$ cat src/rtl/pipeline_hazard_controller.sv
// Pipeline sequencing for the 5-stage PA-RISC core: register load enables,
// ID NOP insertion, delay-slot flush, EX operand forwarding and stall counting.
module pipeline_hazard_controller #(
   parameter int unsigned REG_W = 5,
   parameter int unsigned CNT_W = 16
) (
   input  logic             clk,
   input  logic             reset,
   input  logic [REG_W-1:0] id_rs_a,
   input  logic [REG_W-1:0] id_rs_b,
   input  logic             id_use_a,
   input  logic             id_use_b,
   input  logic [REG_W-1:0] ex_rd,
   input  logic             ex_rf_le,
   input  logic             ex_load,
   input  logic [REG_W-1:0] mem_rd,
   input  logic             mem_rf_le,
   input  logic [REG_W-1:0] wb_rd,
   input  logic             wb_rf_le,
   input  logic             ex_branch_taken,
   input  logic             ex_nullify,
   input  logic             mem_busy,
   output logic             pc_le,
   output logic             if_id_le,
   output logic             if_id_flush,
   output logic             id_ex_le,
   output logic             ex_mem_le,
   output logic             mem_wb_le,
   output logic             nop_sel,
   output logic [1:0]       fwd_a,
   output logic [1:0]       fwd_b,
   output logic [CNT_W-1:0] stall_count
);

   typedef enum logic [1:0] {
      RUN        = 2'd0,
      LOAD_STALL = 2'd1,
      MEM_WAIT   = 2'd2
   } state_e;

   state_e           state_q, state_d;
   logic [CNT_W-1:0] stall_count_q, stall_count_d;
   logic             haz_a, haz_b, load_use;

   // Forward select for one operand; EX beats MEM beats WB, GR0 never forwarded.
   // A load in EX has no data yet, so it cannot be an EX forwarding source.
   function automatic logic [1:0] fwd_pick(
      input logic [REG_W-1:0] rs,
      input logic [REG_W-1:0] e_rd, input logic e_le, input logic e_ld,
      input logic [REG_W-1:0] m_rd, input logic m_le,
      input logic [REG_W-1:0] w_rd, input logic w_le
   );
      logic [1:0] sel;
      sel = 2'd0;
      if (rs != '0) begin
         if (e_le && !e_ld && (e_rd == rs))
            sel = 2'd1;
         else if (m_le && (m_rd == rs))
            sel = 2'd2;
         else if (w_le && (w_rd == rs))
            sel = 2'd3;
      end
      return sel;
   endfunction

   // Load-use detection against the instruction currently in EX.
   always_comb begin
      haz_a    = id_use_a & ex_load & ex_rf_le & (ex_rd == id_rs_a) & (id_rs_a != '0);
      haz_b    = id_use_b & ex_load & ex_rf_le & (ex_rd == id_rs_b) & (id_rs_b != '0);
      load_use = haz_a | haz_b;
   end

   // Next-state and enable decode; reset overrides every output combinationally.
   // MEM_WAIT on release decodes exactly like RUN, so the two share one branch.
   always_comb begin
      state_d     = state_q;
      pc_le       = 1'b1;
      if_id_le    = 1'b1;
      if_id_flush = 1'b0;
      id_ex_le    = 1'b1;
      ex_mem_le   = 1'b1;
      mem_wb_le   = 1'b1;
      nop_sel     = 1'b0;
      fwd_a       = fwd_pick(id_rs_a, ex_rd, ex_rf_le, ex_load, mem_rd, mem_rf_le, wb_rd, wb_rf_le);
      fwd_b       = fwd_pick(id_rs_b, ex_rd, ex_rf_le, ex_load, mem_rd, mem_rf_le, wb_rd, wb_rf_le);

      if (mem_busy) begin
         pc_le     = 1'b0;
         if_id_le  = 1'b0;
         id_ex_le  = 1'b0;
         ex_mem_le = 1'b0;
         mem_wb_le = 1'b0;
         state_d   = MEM_WAIT;
      end else begin
         unique case (state_q)
            LOAD_STALL: state_d = RUN;
            default: begin
               if (ex_branch_taken) begin
                  if_id_flush = ex_nullify;
                  state_d     = RUN;
               end else if (load_use) begin
                  pc_le    = 1'b0;
                  if_id_le = 1'b0;
                  nop_sel  = 1'b1;
                  state_d  = LOAD_STALL;
               end else begin
                  state_d = RUN;
               end
            end
         endcase
      end

      if (!reset) begin
         pc_le       = 1'b0;
         if_id_le    = 1'b0;
         if_id_flush = 1'b0;
         id_ex_le    = 1'b0;
         ex_mem_le   = 1'b0;
         mem_wb_le   = 1'b0;
         nop_sel     = 1'b1;
         fwd_a       = 2'd0;
         fwd_b       = 2'd0;
         state_d     = RUN;
      end
   end

   // Saturating count of cycles in which the PC was held.
   always_comb begin
      stall_count_d = stall_count_q;
      if (!pc_le && (stall_count_q != '1))
         stall_count_d = stall_count_q + CNT_W'(1);
   end

   // State and counter registers.
   always_ff @(posedge clk or negedge reset) begin
      if (!reset) begin
         state_q       <= RUN;
         stall_count_q <= '0;
      end else begin
         state_q       <= state_d;
         stall_count_q <= stall_count_d;
      end
   end

   assign stall_count = stall_count_q;

endmodule

$ cat config.mk
export PLATFORM = sky130hd
export DESIGN_NAME = pipeline_hazard_controller
export DESIGN_NICKNAME = d
export VERILOG_FILES = /design/src/rtl/pipeline_hazard_controller.sv
export SDC_FILE = /design/constraint.sdc
export NUM_CORES = 1
export LEC_CHECK = 0
export ABC_AREA = 1
export CAP_MARGIN = 20
export CORE_MARGIN = 3
export CORE_UTILIZATION = 48
export CTS_CLUSTER_DIAMETER = 80
export DETAILED_ROUTE_END_ITERATION = 7
export PLACE_DENSITY = 0.86
export SYNTH_ARGS = -nofsm -noshare
export SYNTH_HDL_FRONTEND = slang
export SYNTH_SLANG_ARGS = --single-unit
$ cat constraint.sdc
create_clock -name clk -period 2.5 [get_ports clk]
set_input_delay 0.5 -clock clk [delete_from_list [all_inputs] [get_ports clk]]
set_output_delay 0.5 -clock clk [all_outputs]
set_load 0.01 [all_outputs]
### After elaboration in Yosys (flattened, before gate mapping)

Cells that the tools add are included.

| word-level totals | value |
|---|---|
| word-level logic and storage cells | 63 |
| register bits after elaboration | 18 |
| input bits | 36 |
| output and inout port bits | 27 |

| cells by class | value |
|---|---|
| mux-type cells | 31 |
| $add $sub $neg | 1 |
| equality and inequality tests | 8 |
| reductions and logical operators | 12 |
| bitwise operators | 9 |

Operators by type and width:

| kind | number |
|---|---|
| == test 5 bit | 6 |
| 2-to-1 mux 2 bit | 12 |
| 2-to-1 mux 1 bit | 19 |
| adder 16 x 1 -> 16 bit, second input constant | 1 |
| != test 16 bit, second input constant | 1 |
| nonzero test 5 bit | 2 |
| AND 1 bit | 8 |
| logical AND 1 bit | 8 |
| == test 2 x 1 -> 1 bit, second input constant | 1 |
| logical NOT 1 bit | 2 |
| bitwise OR 1 bit | 1 |

### Longest topological paths before layout

| logic depth | value |
|---|---|
| word-level depth | 12 |
| gate-level depth with buffers | 13 |
| depth with buffers taken out | 12 |

### Least setup slack after synthesis

Ideal clock, no wire load.

| path | value |
|---|---|
| path kind | input-to-output |
| from | in id_rs_a[1] |
| to | out pc_le |
| stages | 12 |
| data arrival time | 1.593 ns |
| buffers on the path | 2 |
| setup slack | 0.407 ns |
| data required time | 2.000 ns |
| cells stage by stage | inv_1 nand2_1 nand2_1 nand2_1 nor2_1 nand3_1 nand2_1 nand2_1 nand2_2 buf_2 inv_1 buf_4 |

| on the way | value |
|---|---|
| cells in the longest elaborated chain, start to end | 9 |
| elaborated cells on any way between the ends | 10 |
| classes of those cells | eq/ne: 1; mux: 5; bitwise: 3; reduce/logical: 1 |

RTL lines:

| element | line | RTL |
|---|---|---|
| start: declaration | 9 | `input logic [REG_W-1:0] id_rs_a,` |
| == test 5 bit | 68 | `haz_a = id_use_a & ex_load & ex_rf_le & (ex_rd == id_rs_a) & (id_rs_a != '0);` |
| AND 1 bit | 68 |  |
| AND 1 bit * | 68 |  |
| bitwise OR 1 bit * | 70 | `load_use = haz_a \| haz_b;` |
| 2-to-1 mux 1 bit * (5 in series) | n/a |  |
| end: declaration | 23 | `output logic pc_le,` |

Mark *: on every way between the ends. The rest lies on a longest branch, timed or not.

### Final worst setup path

| path | value |
|---|---|
| from | in mem_rd[4] |
| to | out fwd_a[1] |

| on the way | value |
|---|---|
| cells in the longest elaborated chain, start to end | 6 |

RTL lines:

| element | line | RTL |
|---|---|---|
| start: declaration | 16 | `input logic [REG_W-1:0] mem_rd,` |
| == test 5 bit | 58 | `else if (m_le && (m_rd == rs))` |
| logical AND 1 bit | 58 |  |
| 2-to-1 mux 2 bit | 58 |  |
| 2-to-1 mux 2 bit | 56 | `if (e_le && !e_ld && (e_rd == rs))` |
| 2-to-1 mux 2 bit | 55 | `if (rs != '0) begin` |
| 2-to-1 mux 2 bit | 113 | `if (!reset) begin` |
| end: declaration | 30 | `output logic [1:0] fwd_a,` |

No other way between the ends.

==> metrics.txt <==
least setup slack across all paths after layout=0.0990 ns; number of buffers created by CTS=3; Post-Place Cells=373; Arrival @ worst endpoint=1.90 ns; DRT iter0 DRCs=133; Tightest Hold Check Type=reg2reg; number of buffers added on ports=62; Top Ports=63; Non-Filler Cell Area, Final=0.00248 mm²; dominant cell type by area after synthesis=sky130_fd_sc_hd__dfrtp_1; worst-path fanout max=3; number of levels in the clock H-tree=1; Total Routing Usage GR=0.258; number of max-cap violations=0; total via count in the routed design=1917; measured slew at the worst slew-check pin=0.387 ns; internal power component=654 µW; area of placed instances=0.00245 mm²; Nets=371; Synth Cell Area=0.00164 mm²; share of layout cells above drive strength 1=0.138; part of the total power dissipated in sequential elements=0.395; setup total negative slack=0 ns; Static Leakage=0.00127 µW; post-detail-place hpwl=4120 µm; mean routed wirelength per cell=13.5 µm; master cell of the clock root buffer=sky130_fd_sc_hd__clkbuf_4; Non-Filler Instances=377; global placement routability congestion=0.914; power density over cell area=411 mW/mm²; maximum buffer depth of the clock tree=2; DRC=0; Clock transition at path regs=0.10 ns; share of synthesized area occupied by flip-flops and latches=0.274; maximum vdd ir drop=308 µV; CP Data Required Time=2.00 ns; number of vias per cell after detailed routing=5.08; final clock skew=0.00737 ns; flops & latches, synth=18; net switching power figure=364 µW; share of the synthesized area in the top cell type=0.274; combinational share of power=0.423; die width=64.5 µm; pin count of the biggest net entering global routing=18; status=complete, no violations; most common cell after layout, fill and taps aside=sky130_fd_sc_hd__nand2_1; ANT nets after route=0; router iterations before antenna repair=4; worst setup slack before clock tree synthesis=-0.465 ns; total wire length after detailed routing=5070 µm; worst slew margin relative to its limit=0.740; initial antenna violation count=0; standard cell core area=0.00315 mm²; post-synthesis net count=287; Hold Buf Count CTS=0; TritonCTS clock tree=done; max-slew violation total from the final report=0; total clock sinks=18; category of the worst setup path capture point=output pin; switching fraction of total power=0.358; initial core utilization=0.521; antenna diode count=0; final critical-path share of the clock period=0.960; kind of start point of the critical path=input port; startpoint-to-endpoint class of the critical path=in2out; Congestion Overflow GR=0; shortest clock period the worst path allows after layout=2.40 ns; minimum setup slack among reg-to-reg paths=0.39 ns; instance count of the mapped netlist=250; most used cells in the layout excluding fill and tap cells=sky130_fd_sc_hd__nand2_1, sky130_fd_sc_hd__clkdlybuf4s50_1, sky130_fd_sc_hd__nand3_1; number of rows created at floorplan=20; setup violators final=0; vias in the first global route=1881; proportion of power drawn by the clock network=0.182; Mapped Avg Cell Area=6.58 µm²; layout overhead on the synthesized area=50.8%; Fmax achieved=416 MHz; Skew-Pair Late Insertion Delay=0.30 ns; Final Hold Viols=0; number of distinct library cells after synthesis=25; Vert. Die Dim=64.5 µm; yosys warns=0; setup repair after global routing missed its margin=yes; post-CTS setup buffer count=0; core occupancy in the finished layout=0.786; Synth area leaders=sky130_fd_sc_hd__dfrtp_1, sky130_fd_sc_hd__nand2_1, sky130_fd_sc_hd__nand3_1, sky130_fd_sc_hd__xor2_1, sky130_fd_sc_hd__inv_1; die area=0.00416 mm²; first-pass GRT wire length=8610 µm
==> power groups by stage <==
stage | Sequential (µW) | Combinational, µW | Clock (µW)
2_1_floorplan | 412 | 190 | 0
6_report | 403 | 431 | 185
3_3_place_gp | 402 | 428 | 0
4_1_cts | 401 | 431 | 186
5_1_grt | 408 | 472 | 202
3_5_place_dp | 405 | 438 | 0
==> worst paths after layout <==
check                           depth (start not counted)                        from                         end
max in group asynchronous                               3                       reset  stall_count[2]$_DFFE_PN0P_
worst min-delay path                                    2  stall_count[8]$_DFFE_PN0P_  stall_count[8]$_DFFE_PN0P_
worst max-delay path                                    7                   mem_rd[4]                    fwd_a[1]
worst min register to register                          2  stall_count[8]$_DFFE_PN0P_  stall_count[8]$_DFFE_PN0P_
min in group asynchronous                               2                       reset  stall_count[3]$_DFFE_PN0P_
worst max register to register                          8  stall_count[0]$_DFFE_PN0P_  stall_count[9]$_DFFE_PN0P_
==> metrics by stage <==
stage          hold slack, ns  total power [µW]
6_report                0.533              1020
5_1_grt                 0.584              1080
4_1_cts                 0.537              1020
3_5_place_dp            0.513               843
3_3_place_gp            0.506               829
2_1_floorplan           0.204               602
==> Yosys cell counts <==
cell	count
sky130_fd_sc_hd__nor2_1	22
sky130_fd_sc_hd__nand2_2	1
sky130_fd_sc_hd__nor3_1	5
sky130_fd_sc_hd__buf_6	1
sky130_fd_sc_hd__nand3_1	30
sky130_fd_sc_hd__nand2_1	74
sky130_fd_sc_hd__nand3_2	2
sky130_fd_sc_hd__nand3b_4	1
sky130_fd_sc_hd__buf_2	2
sky130_fd_sc_hd__nand3b_1	3
sky130_fd_sc_hd__nand4_1	4
sky130_fd_sc_hd__xnor2_1	10
sky130_fd_sc_hd__nor3b_1	1
sky130_fd_sc_hd__ha_1	1
sky130_fd_sc_hd__nand2_4	1
sky130_fd_sc_hd__nand2b_1	2
sky130_fd_sc_hd__buf_4	3
sky130_fd_sc_hd__or2_2	2
sky130_fd_sc_hd__o21ai_0	2
sky130_fd_sc_hd__inv_1	31
sky130_fd_sc_hd__o22ai_1	8
sky130_fd_sc_hd__xor2_1	15
sky130_fd_sc_hd__a21oi_1	10
sky130_fd_sc_hd__nor3b_4	1
sky130_fd_sc_hd__dfrtp_1	18
==> per-layer routing <==
layer,GRT usage,routed length [µm],share of wire,vias up
met5,0,0,0,-
met4,0.0844,102,0.020,0
met3,0.0572,402,0.079,13
met2,0.421,2320,0.46,81
met1,0.337,2250,0.44,858
li1,-,-,-,965
==> layout make-up <==
class,count,area (µm²)
fill,272,674
sequential,18,450
clock buffer,4,36.3
tap,44,55.1
multi-input combinational,195,1060
timing repair buffer,85,761
inverter,31,116
==> flip-flops by register name, indices dropped and copies added (netlist names) <==
signal,cells
stall_count,16
state_q,2
==> worst max-delay path, cell delays in order <==
cell and delay [ns]:
sky130_fd_sc_hd__clkdlybuf4s50_1 0.47, sky130_fd_sc_hd__inv_1 0.10, sky130_fd_sc_hd__o21ai_0 0.07, sky130_fd_sc_hd__a21oi_1 0.14, sky130_fd_sc_hd__nand3_1 0.14, sky130_fd_sc_hd__a21oi_2 0.19
sky130_fd_sc_hd__dlygate4sd2_1 0.29
==> logic make-up (layout without fill, tap and decap cells) <==
| kind of cell | after synthesis | after routing | share of synthesized area |
|---|---|---|---|
| compound gates | 20 | 20 | 0.0670 |
| xor+xnor | 25 | 25 | 0.133 |
| fa+ha+maj | 1 | 1 | 0.00761 |
| buf+inv | 37 | 120 | 0.0974 |
| flops | 18 | 18 | 0.274 |
| simple gates | 149 | 149 | 0.421 |
==> timing repair <==
action                     4_1_cts  5_1_grt
gates cloned                     0        0
pin swaps                        1        1
setup endpoints to repair        8        9
gates resized for setup         30        9
Note: power is estimated with default switching activity, not from simulation.
